## config.mk

```make
export PLATFORM = sky130hd
export DESIGN_NAME = cpu_boot_loader
export DESIGN_NICKNAME = d
export VERILOG_FILES = /design/src/rtl/cpu_boot_loader.sv
export SDC_FILE = /design/constraint.sdc
export NUM_CORES = 1
export LEC_CHECK = 0
export ABC_AREA = 1
export BUFFER_PORTS_ARGS = -buffer_cell sky130_fd_sc_hd__buf_2
export CAP_MARGIN = 20
export CORE_ASPECT_RATIO = 0.8
export CORE_UTILIZATION = 32
export DETAILED_ROUTE_END_ITERATION = 10
export GPL_TIMING_DRIVEN = 1
export PLACE_DENSITY_LB_ADDON = 0.12
export SYNTH_ARGS = -nofsm -noshare
export SYNTH_HDL_FRONTEND = slang
export SYNTH_SLANG_ARGS = --single-unit
```

## constraint.sdc

```tcl
create_clock -name clk -period 15.35 [get_ports clk]
set_clock_uncertainty 0.1 [all_clocks]
set_input_delay 4.605 -clock clk [delete_from_list [all_inputs] [get_ports clk]]
set_output_delay 4.605 -clock clk [all_outputs]
set_load 0.01 [all_outputs]
```

## src/rtl/cpu_boot_loader.sv

```systemverilog
// cpu_boot_loader
//   Byte-stream program loader placed in front of the cpu top. A host pushes
//   command bytes over a valid/ready byte interface; LOAD frames are assembled
//   into 32-bit big-endian words and written through the cpu external
//   instruction-memory or data-memory port. RUN/HALT drive the cpu enable.
//
//   Optional build macro: BOOT_CHECKSUM_EN
//     When defined, each LOAD frame ends with one XOR checksum byte over all
//     data bytes. A mismatch enters ERR; words already written stay written.
//
// Ports
//   clk                 main clock
//   arst                asynchronous reset, active-high
//   in_valid/in_data    host byte stream
//   in_ready            byte accepted this cycle when in_valid & in_ready
//   addr_ext/wen_ext/wdata_ext/ren_ext          instruction-memory ext port
//   addr_ext_2/wen_ext_2/wdata_ext_2/ren_ext_2  data-memory ext port
//   cpu_enable          cpu run enable
//   busy                frame in progress (any state other than IDLE/ERR)
//   error               sticky protocol error, cleared by byte 0xFF in ERR
//
// state    | meaning
// ---------+------------------------------------------------------------
// IDLE     | waiting for a command byte
// IDX_HI   | receiving start word index, high byte
// IDX_LO   | receiving start word index, low byte
// CNT_HI   | receiving word count, high byte
// CNT_LO   | receiving word count, low byte
// DATA     | receiving the 4 bytes of a word (byte_cnt 0..3)
// WRITE    | one-cycle write pulse on the selected memory port
// CSUM     | receiving the frame checksum byte (BOOT_CHECKSUM_EN only)
// DONE     | frame complete; also decodes a command byte like IDLE
// ERR      | protocol error; bytes ignored until 0xFF
module cpu_boot_loader #(
   parameter int DATA_W = 32,
   parameter int CNT_W  = 16
) (
   input  logic              clk,
   input  logic              arst,
   input  logic              in_valid,
   input  logic [7:0]        in_data,
   output logic              in_ready,
   output logic [DATA_W-1:0] addr_ext,
   output logic              wen_ext,
   output logic              ren_ext,
   output logic [DATA_W-1:0] wdata_ext,
   output logic [DATA_W-1:0] addr_ext_2,
   output logic              wen_ext_2,
   output logic              ren_ext_2,
   output logic [DATA_W-1:0] wdata_ext_2,
   output logic              cpu_enable,
   output logic              busy,
   output logic              error
);

   typedef enum logic [3:0] {
      S_IDLE, S_IDX_HI, S_IDX_LO, S_CNT_HI, S_CNT_LO,
      S_DATA, S_WRITE, S_CSUM, S_DONE, S_ERR
   } state_t;

   localparam logic [7:0] CMD_NOP   = 8'h00;
   localparam logic [7:0] CMD_LDI   = 8'h01;
   localparam logic [7:0] CMD_LDD   = 8'h02;
   localparam logic [7:0] CMD_RUN   = 8'h03;
   localparam logic [7:0] CMD_HALT  = 8'h04;
   localparam logic [7:0] ERR_CLEAR = 8'hFF;

   state_t              state;
   logic                tgt_dmem;
   logic [CNT_W-1:0]    idx;
   logic [CNT_W-1:0]    cnt;
   logic [1:0]          byte_cnt;
   logic [DATA_W-9:0]   word;       // first three bytes of the word in flight
   logic [DATA_W-1:0]   word_addr;
   logic [CNT_W-1:0]    cnt_next;
   logic                take;
`ifdef BOOT_CHECKSUM_EN
   logic [7:0]          csum;
`endif

   assign take      = in_valid & in_ready;
   assign word_addr = {{(DATA_W-CNT_W-2){1'b0}}, idx, 2'b00};
   assign cnt_next  = {cnt[CNT_W-9:0], in_data};
   assign ren_ext   = 1'b0;
   assign ren_ext_2 = 1'b0;

   always_ff @(posedge clk or posedge arst) begin
      if (arst) begin
         state       <= S_IDLE;
         in_ready    <= 1'b1;
         addr_ext    <= '0;
         wen_ext     <= 1'b0;
         wdata_ext   <= '0;
         addr_ext_2  <= '0;
         wen_ext_2   <= 1'b0;
         wdata_ext_2 <= '0;
         cpu_enable  <= 1'b0;
         busy        <= 1'b0;
         error       <= 1'b0;
         tgt_dmem    <= 1'b0;
         idx         <= '0;
         cnt         <= '0;
         byte_cnt    <= '0;
         word        <= '0;
`ifdef BOOT_CHECKSUM_EN
         csum        <= '0;
`endif
      end else begin
         wen_ext   <= 1'b0;
         wen_ext_2 <= 1'b0;
         case (state)
            // DONE decodes commands too, so a byte offered right after a
            // frame is never silently dropped while in_ready is high.
            S_IDLE, S_DONE: begin
               if (take) begin
                  case (in_data)
                     CMD_NOP: begin
                        state <= S_IDLE;
                        busy  <= 1'b0;
                     end
                     CMD_LDI, CMD_LDD: begin
                        if (cpu_enable) begin
                           state <= S_ERR;
                           error <= 1'b1;
                           busy  <= 1'b0;
                        end else begin
                           tgt_dmem <= (in_data == CMD_LDD);
                           state    <= S_IDX_HI;
                           busy     <= 1'b1;
`ifdef BOOT_CHECKSUM_EN
                           csum     <= '0;
`endif
                        end
                     end
                     CMD_RUN: begin
                        cpu_enable <= 1'b1;
                        state      <= S_IDLE;
                        busy       <= 1'b0;
                     end
                     CMD_HALT: begin
                        cpu_enable <= 1'b0;
                        state      <= S_IDLE;
                        busy       <= 1'b0;
                     end
                     default: begin
                        state <= S_ERR;
                        error <= 1'b1;
                        busy  <= 1'b0;
                     end
                  endcase
               end else if (state == S_DONE) begin
                  state <= S_IDLE;
                  busy  <= 1'b0;
               end
            end
            S_IDX_HI: if (take) begin
               idx   <= CNT_W'(in_data);
               state <= S_IDX_LO;
            end
            S_IDX_LO: if (take) begin
               idx   <= {idx[CNT_W-9:0], in_data};
               state <= S_CNT_HI;
            end
            S_CNT_HI: if (take) begin
               cnt   <= CNT_W'(in_data);
               state <= S_CNT_LO;
            end
            S_CNT_LO: if (take) begin
               cnt      <= cnt_next;
               byte_cnt <= '0;
               if (cnt_next == '0) begin
`ifdef BOOT_CHECKSUM_EN
                  state <= S_CSUM;
`else
                  state <= S_DONE;
`endif
               end else begin
                  state <= S_DATA;
               end
            end
            S_DATA: if (take) begin
               word     <= {word[DATA_W-17:0], in_data};
               byte_cnt <= byte_cnt + 2'd1;
`ifdef BOOT_CHECKSUM_EN
               csum     <= csum ^ in_data;
`endif
               if (byte_cnt == 2'd3) begin
                  state    <= S_WRITE;
                  in_ready <= 1'b0;
                  if (tgt_dmem) begin
                     wen_ext_2   <= 1'b1;
                     addr_ext_2  <= word_addr;
                     wdata_ext_2 <= {word, in_data};
                  end else begin
                     wen_ext     <= 1'b1;
                     addr_ext    <= word_addr;
                     wdata_ext   <= {word, in_data};
                  end
               end
            end
            S_WRITE: begin
               in_ready <= 1'b1;
               idx      <= idx + 1'b1;
               cnt      <= cnt - 1'b1;
               if (cnt == CNT_W'(1)) begin
`ifdef BOOT_CHECKSUM_EN
                  state <= S_CSUM;
`else
                  state <= S_DONE;
`endif
               end else begin
                  state <= S_DATA;
               end
            end
`ifdef BOOT_CHECKSUM_EN
            S_CSUM: if (take) begin
               if (in_data == csum) begin
                  state <= S_DONE;
               end else begin
                  state <= S_ERR;
                  error <= 1'b1;
                  busy  <= 1'b0;
               end
            end
`endif
            S_ERR: if (take && in_data == ERR_CLEAR) begin
               state <= S_IDLE;
               error <= 1'b0;
            end
            default: begin
               state    <= S_IDLE;
               busy     <= 1'b0;
               in_ready <= 1'b1;
            end
         endcase
      end
   end

endmodule

```

==> load_flow_metrics.sql, run 1 <==
INSERT INTO impl_metrics (metric_group, metric, value, unit) VALUES
('clock_tree', 'tritoncts', 'done', ''),
('global_route', 'grt_first_pass_wirelength', '33100', 'microns'),
('routing', 'viasPerCell', '4.58', ''),
('power_and_ir_drop', 'ir_worst_vdd', '0.0720', 'mV'),
('floorplan', 'fp.dieH', '141', 'microns'),
('yosys', 'synth.yosys.seq_area_share', '0.535', ''),
('clock_tree', 'worst_skew_pair.late_latency', '0.42', 'ns'),
('floorplan', 'num_io_pins', '147', ''),
('clock_tree', 'cts_buffer_depth', '2', ''),
('clock_tree', 'post_cts_resized', '0', ''),
('floorplan', 'rows', '50', ''),
('floorplan', 'start_util', '0.328', ''),
('place', 'detailedPlacementHpwl', '14600', 'microns'),
('yosys', 'syn_avg_cell_area', '8.39', 'sq um'),
('critical_path', 'worst_setup_path_start_kind', 'primary input', ''),
('critical_path', 'rr_endpoint', 'addr_ext[2]', ''),
('global_route', 'grt_antenna_before_repair', '0', ''),
('yosys', 'postSynthCellCount', '920', ''),
('clock_tree', 'tritoncts_num_sinks', '165', ''),
('yosys', 'yosysWarnings', '0', ''),
('critical_path', 'critPathArrivalTime', '6.58', 'ns'),
('critical_path', 'ff2ff_path_depth', '8', ''),
('critical_path', 'critical_path_peak_fanout', '58', ''),
('sta', 'drv_slew', '0', ''),
('clock_tree', 'cts_htree_levels', '4', ''),
('routing', 'drt-wirelength-per-cell', '15.4', 'microns'),
('sta', 'slew_headroom', '0.400', ''),
('clock_tree', 'cts_hold_repair.buffers', '0', ''),
('floorplan', 'die_w', '176', 'microns'),
('finish', 'n_fill_cell', '2496', ''),
('global_route', 'largest_net_degree_at_the_start_of_global_routing', '87', ''),
('clock_tree', 'ctsRootBufferMaster', 'clkbuf_16', ''),
('power_and_ir_drop', 'power_per_cell_area', '162', 'nW/um^2'),
('sta', 'timing.final.crit_period', '6.33', 'ns'),
('global_route', 'first_global_vias', '5746', ''),
('finish', 'design.final.nets', '1036', ''),
('place', 'routability_congestion_estimate', '0.873', ''),
('clock_tree', 'number_of_buffers_created_by_cts', '17', ''),
('sta', 'final-hold-violation-count', '0', ''),
('floorplan', 'die_area', '24700', 'sq um'),
('sta', 'period_utilization', '0.413', ''),
('finish', 'final_common_cell', 'nand2_1', ''),
('critical_path', 'critical_path_class', 'in2reg', ''),
('routing', 'drt_pass1_iterations', '5', ''),
('routing', 'finalWirelength', '20800', 'microns'),
('yosys', 'ys_seq_elements', '165', ''),
('status', 'run_status', 'complete, no violations', ''),
('finish', 'mostFrequentLayoutCells', 'nand2_1 (249), dfrtp_1 (164), buf_2 (112)', ''),
('sta', 'setup_repair_after_global_routing_missed_its_margin', 'no', ''),
('routing', 'vias', '6168', ''),
('place', 'buffer_ports.inserted', '112', ''),
('sta', 'holdWs', '0.375', 'ns'),
('place', 'post-place-ws', '8.55', 'ns'),
('critical_path', 'crit_path_end_kind', 'flop', ''),
('finish', 'antenna_cells_inserted', '0', ''),
('sta', 'setup_total_negative_slack', '0', 'ns'),
('sta', 'max_clock_freq', '158', 'MHz'),
('hold_path', 'hold-path-endpoint', 'word[21]', ''),
('clock_tree', 'post_cts.repair.setup_buffers', '0', ''),
('yosys', 'syn-cell-area', '7710', 'sq um'),
('yosys', 'ys_dominant_reg_cell', 'dfrtp_1', ''),
('floorplan', 'placeableCoreArea', '23500', 'sq um'),
('hold_path', 'hold_path_depth', '2', ''),
('finish', 'area.growth.synth_to_final', '15.9', '%'),
('critical_path', 'critical_path.reg2reg.startpoint', 'in_ready', ''),
('yosys', 'async_flop_share', '1.00', ''),
('routing', 'drt_first_iter_violations', '459', ''),
('sta', 'worst_slew_pin_slew', '0.898', 'ns'),
('finish', 'drive_gt1_frac', '0.165', ''),
('yosys', 'number_of_enable_flip_flop_cells_after_synthesis', '0', ''),
('sta', 'fin_ws', '9.02', 'ns');
## cells in the mapped netlist (2+ instances only)
master / count / area [sq um]
nand2_4: 4 / 45.0
nand2_2: 3 / 18.8
buf_2: 5 / 25.0
a21oi_1: 28 / 140
nand3_1: 38 / 190
inv_1: 78 / 293
dfrtp_1: 164 / 4100
a22oi_1: 3 / 22.5
ha_1: 4 / 50.1
xor2_1: 2 / 17.5
o21ai_0: 90 / 450
o31ai_1: 2 / 15.0
nand4_1: 12 / 75.1
o21ai_1: 72 / 360
inv_2: 5 / 18.8
nor2_1: 78 / 293
nand2_1: 249 / 935
nor3_1: 6 / 30.0
buf_6: 13 / 146
o22ai_1: 2 / 12.5
buf_4: 37 / 278
nor2_2: 2 / 12.5
clkbuf_1: 11 / 41.3
## layer usage
layer,vias to the layer above,GRT usage,share of wire
met5,-,0,0
met4,0,0.0412,0.0066
met3,10,0.0332,0.035
met2,129,0.244,0.43
met1,2907,0.269,0.53
li1,3122,-,-
## critical path: stages
cell     delay, ns
buf_2         0.10
nand2_2       0.19
inv_1         0.15
nand2_1       0.17
nor3_4        0.06
inv_2         0.45
buf_4         0.59
nand2_1       0.11
o21ai_1       0.10
## stage by stage
| step | instance area, sq um | std cells |
|---|---|---|
| after floorplan | 7840 | 953 |
| after global placement | 8340 | 1314 |
| after detailed placement | 8340 | 1314 |
| after CTS | 8940 | 1346 |
| after global routing | 8940 | 1346 |
| final | 8940 | 1346 |
## area by class of cell
| type | instances | area, sq um | area share |
|---|---|---|---|
| clock inverter | 14 | 164 | 0.0183 |
| clock buffer | 18 | 439 | 0.0491 |
| inverter | 84 | 325 | 0.0364 |
| multi-input combinational | 637 | 2900 | 0.324 |
| sequential | 165 | 4130 | 0.462 |
| tap | 312 | 390 | 0.0437 |
| timing repair buffer | 116 | 591 | 0.0661 |
## power by group
group	switching [mW]	internal (mW)	leakage, nW
clock	0.191	0.249	0.297
combinational	0.297	0.117	2.23
sequential	0.0761	0.519	2.16
total	0.564	0.886	4.68
## registers in the layout, summed over array words and instances, names as in the netlist
name / flops
addr_ext_2: 16
cpu_enable: 1
state: 4
busy: 1
wen_ext_2: 1
wdata_ext: 32
wen_ext: 1
error: 1
tgt_dmem: 1
word: 24
addr_ext: 16
cnt: 16
wdata_ext_2: 32
in_ready: 1
byte_cnt: 2
idx: 16
## kinds of logic (layout without fill, tap and decap cells)
logic type      Yosys count  count (layout)  share of synthesized area
xor+xnor                  2               2                    0.00227
compound gates          200             200                      0.133
buf+inv                 151             232                      0.106
flops                   165             165                      0.535
other cells               1              34                   0.000486
fa+ha+maj                 4               4                    0.00649
simple gates            397             397                      0.217
## worst max path at each step
stage | end | slack (ns) | cells after the start
global placement | addr_ext_2[17] | 8.62 | 4
detailed placement | wdata_ext[2] | 8.55 | 8
global route | addr_ext[16] | 8.79 | 9
CTS | addr_ext[2] | 9.01 | 9
finish | addr_ext[2] | 9.02 | 9
floorplan | addr_ext[10] | 6.18 | 1
(Power assumes the default switching activity.)
==> run 2: changes to the inputs <==
==> constraint.sdc (replaced) <==
create_clock -name clk -period 5.4 [get_ports clk]
set_clock_uncertainty 0.1 [all_clocks]
set_input_delay 1.62 -clock clk [delete_from_list [all_inputs] [get_ports clk]]
set_output_delay 1.62 -clock clk [all_outputs]
set_load 0.01 [all_outputs]
==> load_flow_metrics.sql, run 2 (synthesized netlist as in run 1, its figures left out) <==
INSERT INTO impl_metrics (metric_group, metric, value, unit) VALUES
('power_and_ir_drop', 'power_per_cell_area', '463', 'nW/um^2'),
('global_route', 'first_global_vias', '5705', ''),
('floorplan', 'rows', '50', ''),
('place', 'buffer_ports.inserted', '112', ''),
('finish', 'reg_top3', 'wdata_ext: 32 flops, wdata_ext_2: 32 flops, word: 24 flops', ''),
('global_route', 'groute.usage.overall', '0.173', ''),
('sta', 'setup_total_negative_slack', '0', 'ns'),
('floorplan', 'num_io_pins', '147', ''),
('clock_tree', 'post_cts.repair.setup_buffers', '0', ''),
('sta', 'setup_repair_after_global_routing_missed_its_margin', 'no', ''),
('place', 'post-place-ws', '1.60', 'ns'),
('finish', 'final_common_cell', 'nand2_1', ''),
('floorplan', 'placeableCoreArea', '23500', 'sq um'),
('sta', 'drv_slew', '0', ''),
('floorplan', 'fp.dieH', '141', 'microns'),
('routing', 'finalWirelength', '20700', 'microns'),
('sta', 'final-hold-violation-count', '0', ''),
('clock_tree', 'cts.clk_slew.worst_paths', '0.07', 'ns'),
('hold_path', 'worstHoldStart', 'word[14]', ''),
('sta', 'fin_ws', '2.16', 'ns'),
('routing', 'drc_violation_count_after_routing', '0', ''),
('routing', 'vias', '6228', ''),
('routing', 'drt_first_iter_violations', '516', ''),
('global_route', 'grt_antenna_before_repair', '0', ''),
('hold_path', 'hold_class', 'reg2reg', ''),
('critical_path', 'crit_required', '5.65', 'ns'),
('clock_tree', 'cts_buffer_depth', '2', ''),
('clock_tree', 'ctsRootBufferMaster', 'clkbuf_16', ''),
('finish', 'area.growth.synth_to_final', '16.8', '%'),
('critical_path', 'critical_path_class', 'in2reg', ''),
('critical_path', 'critical_path_peak_fanout', '50', ''),
('clock_tree', 'cts_hold_repair.buffers', '0', ''),
('routing', 'drt-wirelength-per-cell', '15.3', 'microns'),
('clock_tree', 'number_of_buffers_created_by_cts', '17', ''),
('finish', 'n_fill_cell', '2512', ''),
('place', 'routability_congestion_estimate', '0.857', ''),
('sta', 'setup-violations-final', '0', ''),
('power_and_ir_drop', 'ir_worst_vdd', '0.206', 'mV'),
('routing', 'drt_pass1_iterations', '4', ''),
('critical_path', 'worst_setup_path_start_kind', 'primary input', ''),
('clock_tree', 'tritoncts', 'done', ''),
('sta', 'max_clock_freq', '308', 'MHz'),
('place', 'placed_cell_area', '8360', 'sq um'),
('run', 'drv.max_cap_violation_count', '0', ''),
('global_route', 'grt_first_pass_wirelength', '33000', 'microns'),
('power_and_ir_drop', 'total_leakage_power', '4.70', 'nW'),
('sta', 'timing.final.crit_period', '3.24', 'ns'),
('global_route', 'grt_overflow', '0', ''),
('critical_path', 'critical_path.reg2reg.startpoint', 'in_ready', ''),
('clock_tree', 'tritoncts_num_sinks', '165', ''),
('routing', 'antenna_violating_nets_post_route', '0', ''),
('critical_path', 'crit_path_end_kind', 'flop', ''),
('floorplan', 'start_util', '0.328', ''),
('routing', 'viasPerCell', '4.62', ''),
('sta', 'worst_slew_pin_slew', '0.986', 'ns'),
('critical_path', 'cp-startpoint', 'in_valid', ''),
('finish', 'final_area', '9010', 'sq um'),
('clock_tree', 'worst_skew_pair.late_latency', '0.43', 'ns'),
('critical_path', 'critPathArrivalTime', '3.49', 'ns'),
('status', 'run_status', 'complete, no violations', ''),
('sta', 'slew_headroom', '0.341', ''),
('finish', 'mostFrequentLayoutCells', 'nand2_1 (249), dfrtp_1 (164), buf_2 (112)', ''),
('global_route', 'largest_net_degree_at_the_start_of_global_routing', '123', ''),
('sta', 'period_utilization', '0.601', ''),
('floorplan', 'die_w', '176', 'microns'),
('power_and_ir_drop', 'finalPower', '4.17', 'mW'),
('clock_tree', 'cts_htree_levels', '4', ''),
('clock_tree', 'post_cts_resized', '0', ''),
('floorplan', 'die_area', '24700', 'sq um'),
('finish', 'design.final.nets', '1038', ''),
('finish', 'drive_gt1_frac', '0.165', ''),
('place', 'detailedPlacementHpwl', '14600', 'microns'),
('finish', 'antenna_cells_inserted', '0', '');
-- run 2: metal layers --
layer,global-route usage,vias up,part of all wire
met2,0.231,159,0.41
li1,-,3123,-
met1,0.277,2931,0.54
met4,0.0535,0,0.012
met3,0.0272,15,0.043
met5,0,-,0
-- run 2: path summary, 6_finish.rpt --
| path | end | slack [ns] | cells after the start |
|---|---|---|---|
| worst max-delay path | addr_ext[15] | 2.16 | 9 |
| worst min-delay path | word[22] | 0.38 | 2 |
| worst max register to register | addr_ext[15] | 3.05 | 8 |
| worst min register to register | word[22] | 0.38 | 2 |
| max in group asynchronous | state[1] | 3.39 | 3 |
| min in group asynchronous | wdata_ext_2[27] | 1.26 | 3 |
-- run 2: worst max-delay path, stage by stage --
cell and delay [ns]:
buf_2 0.10, nand2_2 0.19, inv_1 0.14, nand2_1 0.17, nor3_4 0.06, inv_2 0.60
buf_4 0.41, nand2_1 0.08, o21ai_1 0.08
-- run 2: stage by stage --
step            util  hold slack [ns]  std cells
6_report       0.383            0.378       1348
5_1_grt        0.383            0.395       1348
4_1_cts        0.382            0.379       1347
3_5_place_dp   0.355            0.365       1315
3_3_place_gp   0.355            0.362       1315
2_1_floorplan      -            0.353        953
-- run 2: power breakdown --
group	internal, mW	total, mW	switching (mW)
registers	1.48	1.69	0.213
clock network	0.766	1.29	0.527
logic	0.333	1.18	0.851
-- run 2: area by class of cell --
class / count / area, sq um / area share
multi-input combinational: 637 / 2900 / 0.322
clock buffer: 21 / 460 / 0.0511
clock inverter: 11 / 164 / 0.0182
tap: 312 / 390 / 0.0433
inverter: 84 / 324 / 0.0360
timing repair buffer: 118 / 638 / 0.0708
sequential: 165 / 4130 / 0.459
==> run 3: changes to the inputs <==
--- a/config.mk
+++ b/config.mk
@@ -5,7 +5,7 @@
 export SDC_FILE = /design/constraint.sdc
 export NUM_CORES = 1
 export LEC_CHECK = 0
-export ABC_AREA = 1
+export ABC_AREA = 0
 export BUFFER_PORTS_ARGS = -buffer_cell sky130_fd_sc_hd__buf_2
 export CAP_MARGIN = 20
 export CORE_ASPECT_RATIO = 0.8
==> constraint.sdc (replaced) <==
create_clock -name clk -period 3.1 [get_ports clk]
set_clock_uncertainty 0.1 [all_clocks]
set_input_delay 0.93 -clock clk [delete_from_list [all_inputs] [get_ports clk]]
set_output_delay 0.93 -clock clk [all_outputs]
set_load 0.01 [all_outputs]
==> load_flow_metrics.sql, run 3 <==
INSERT INTO impl_metrics (metric_group, metric, value, unit) VALUES
('critical_path', 'critPathArrivalTime', '2.69', 'ns'),
('routing', 'antenna_violating_nets_post_route', '0', ''),
('power_and_ir_drop', 'total_leakage_power', '4.64', 'nW'),
('hold_path', 'hold_class', 'reg2reg', ''),
('finish', 'n_fill_cell', '2197', ''),
('routing', 'drt-wirelength-per-cell', '17.3', 'microns'),
('finish', 'drive_gt1_frac', '0.314', ''),
('floorplan', 'fp.dieH', '139', 'microns'),
('finish', 'design.final.nets', '818', ''),
('finish', 'area.growth.synth_to_final', '19.9', '%'),
('yosys', 'yosysWarnings', '0', ''),
('global_route', 'groute.usage.overall', '0.166', ''),
('routing', 'vias', '5554', ''),
('critical_path', 'critical_path_peak_fanout', '48', ''),
('place', 'placed_cell_area', '8410', 'sq um'),
('yosys', 'synth.yosys.seq_area_share', '0.549', ''),
('finish', 'reg_top3', 'wdata_ext: 32 flops, wdata_ext_2: 32 flops, word: 24 flops', ''),
('yosys', 'async_flop_share', '1.00', ''),
('global_route', 'grt_first_pass_wirelength', '31300', 'microns'),
('power_and_ir_drop', 'proportion_of_total_power_due_to_net_switching', '0.348', ''),
('run', 'drv.max_cap_violation_count', '0', ''),
('floorplan', 'placeableCoreArea', '22700', 'sq um'),
('power_and_ir_drop', 'comb_power_share', '0.219', ''),
('clock_tree', 'cts_htree_levels', '4', ''),
('yosys', 'ys_dominant_reg_cell', 'dfrtp_1', ''),
('clock_tree', 'cts_buffer_depth', '2', ''),
('yosys', 'ys_top_cells_by_count', 'dfrtp_1 (164), nand2_1 (95), mux2_2 (81)', ''),
('yosys', 'synthDistinctLibCells', '60', ''),
('global_route', 'first_global_vias', '5444', ''),
('sta', 'final-hold-violation-count', '0', ''),
('floorplan', 'rows', '49', ''),
('yosys', 'syn_avg_cell_area', '10.9', 'sq um'),
('clock_tree', 'cts.clk_slew.worst_paths', '0.07', 'ns'),
('routing', 'drc_violation_count_after_routing', '0', ''),
('power_and_ir_drop', 'internal_power', '4.52', 'mW'),
('floorplan', 'die_w', '173', 'microns'),
('place', 'detailedPlacementHpwl', '13300', 'microns'),
('floorplan', 'die_area', '24100', 'sq um'),
('power_and_ir_drop', 'share_seq_of_total_power', '0.459', ''),
('clock_tree', 'post_cts_resized', '0', ''),
('sta', 'setup_total_negative_slack', '0', 'ns'),
('clock_tree', 'worst_skew_pair.late_latency', '0.42', 'ns'),
('sta', 'setup_repair_after_global_routing_missed_its_margin', 'no', ''),
('sta', 'holdWs', '0.387', 'ns'),
('finish', 'final_common_cell', 'dfrtp_1', ''),
('critical_path', 'worst_setup_path_start_kind', 'flop', ''),
('yosys', 'yosysTopAreaCell', 'dfrtp_1', ''),
('yosys', 'ys_seq_elements', '165', ''),
('sta', 'setup-violations-final', '0', ''),
('yosys', 'syn-cell-area', '7530', 'sq um'),
('sta', 'period_utilization', '0.800', ''),
('finish', 'mostFrequentLayoutCells', 'dfrtp_1 (164), buf_2 (112), nand2_1 (95)', ''),
('clock_tree', 'ctsRootBufferMaster', 'clkbuf_16', ''),
('clock_tree', 'tritoncts_num_sinks', '165', ''),
('place', 'buffer_ports.inserted', '112', ''),
('finish', 'final_area', '9020', 'sq um'),
('critical_path', 'crit_required', '3.31', 'ns'),
('power_and_ir_drop', 'power_per_cell_area', '768', 'nW/um^2'),
('power_and_ir_drop', 'ir_worst_vdd', '0.375', 'mV'),
('floorplan', 'start_util', '0.331', ''),
('power_and_ir_drop', 'p_clk_frac', '0.323', ''),
('sta', 'timing.final.crit_period', '2.48', 'ns'),
('yosys', 'post-synth-top-count-cell', 'dfrtp_1', ''),
('finish', 'antenna_cells_inserted', '0', ''),
('sta', 'slew_headroom', '0.360', ''),
('floorplan', 'num_io_pins', '147', ''),
('finish', 'final_core_utilization', '0.397', ''),
('yosys', 'synth.area.top_cells', 'dfrtp_1 (55%), mux2_2 (12%), nand2_1 (4.7%), buf_4 (3.5%), o21ai_0 (2.7%)', ''),
('global_route', 'largest_net_degree_at_the_start_of_global_routing', '50', ''),
('sta', 'worst_slew_pin_slew', '0.960', 'ns'),
('routing', 'finalWirelength', '19300', 'microns'),
('sta', 'drv_slew', '0', ''),
('clock_tree', 'cts_hold_repair.buffers', '0', ''),
('status', 'run_status', 'complete, no violations', ''),
('place', 'routability_congestion_estimate', '0.813', ''),
('clock_tree', 'post_cts.repair.setup_buffers', '0', ''),
('yosys', 'number_of_enable_flip_flop_cells_after_synthesis', '0', ''),
('critical_path', 'critical_path_class', 'reg2reg', ''),
('critical_path', 'crit_path_end_kind', 'flop', ''),
('routing', 'drt_pass1_iterations', '5', ''),
('yosys', 'synth_top_area_share', '0.545', ''),
('power_and_ir_drop', 'total_switching_power', '2.41', 'mW'),
('global_route', 'grt_antenna_before_repair', '0', ''),
('yosys', 'postSynthCellCount', '692', ''),
('routing', 'drt_first_iter_violations', '371', ''),
('global_route', 'grt_overflow', '0', ''),
('clock_tree', 'tritoncts', 'done', ''),
('clock_tree', 'number_of_buffers_created_by_cts', '17', ''),
('sta', 'max_clock_freq', '403', 'MHz'),
('routing', 'viasPerCell', '4.95', '');
==> run 3: cell types whose count changed after synthesis, sizes merged, moves of 8 or more <==
cell    delta
mux2      +95
buf        -8
nor2      -43
nor3      +12
nand2    -160
nand4      -9
clkbuf    +14
nand3     -29
inv       -72
o21ai    -119
a21oi     +11
==> run 3: worst paths after layout <==
check | startpoint | end | slack [ns] | depth (start not counted)
min | byte_cnt[0] | byte_cnt[0] | 0.39 | 1
min in group asynchronous | arst | wdata_ext_2[8] | 0.51 | 2
max reg2reg | state[3] | idx[13] | 0.62 | 4
max in group asynchronous | arst | in_ready | 1.71 | 3
min reg2reg | byte_cnt[0] | byte_cnt[0] | 0.39 | 1
max | state[3] | idx[13] | 0.62 | 4
==> run 3: cells by family after synthesis <==
| group | share of synthesized area |
|---|---|
| AOI/OAI and AO/OA | 0.106 |
| xor gates and xnor gates | 0.00233 |
| adders and majority gates | 0.00665 |
| buffers and inverters | 0.0620 |
| DFF | 0.549 |
| muxes | 0.142 |
| other | 0.000498 |
| and+or+nand+nor | 0.132 |
==> run 3: worst max-delay path, stage by stage (launching register included) <==
cell,delay (ns)
dfrtp_1,0.62
nand2b_1,0.34
or2_2,0.76
o21ai_0,0.20
a221o_1,0.32
==> run 3: power by group through the flow <==
stage	clock [mW]	sequential, mW	combinational, mW
6_report	2.24	3.18	1.52
5_1_grt	2.38	3.27	1.71
4_1_cts	2.29	3.18	1.53
3_5_place_dp	0	3.21	1.52
3_3_place_gp	0	3.20	1.48
2_1_floorplan	0	2.99	1.15
==> run 3: per-stage QoR <==
stage          std cells  total power, mW  setup WS, ns
4_1_cts             1121             6.99         0.640
6_report            1121             6.93         0.620
3_3_place_gp        1090             4.68         0.499
3_5_place_dp        1090             4.73         0.464
2_1_floorplan        725             4.13       -0.0280
5_1_grt             1121             7.36         0.451
==> run 3: routing by layer <==
| layer | routed length [microns] | track usage | vias up |
|---|---|---|---|
| met5 | 0 | 0 | - |
| met4 | 195 | 0.0456 | 0 |
| met3 | 959 | 0.0340 | 15 |
| met2 | 8910 | 0.253 | 181 |
| met1 | 9280 | 0.238 | 2767 |
| li1 | - | - | 2591 |
==> run 3: final cells by class <==
cell class / count / area (sq um) / area share
flip-flops and latches: 165 / 4130 / 0.458
multi-input cells: 476 / 3060 / 0.340
repair buffers: 132 / 786 / 0.0871
clock buffers: 17 / 425 / 0.0472
well taps: 306 / 383 / 0.0424
clock inverters: 14 / 189 / 0.0209
inverters: 11 / 45.0 / 0.00499
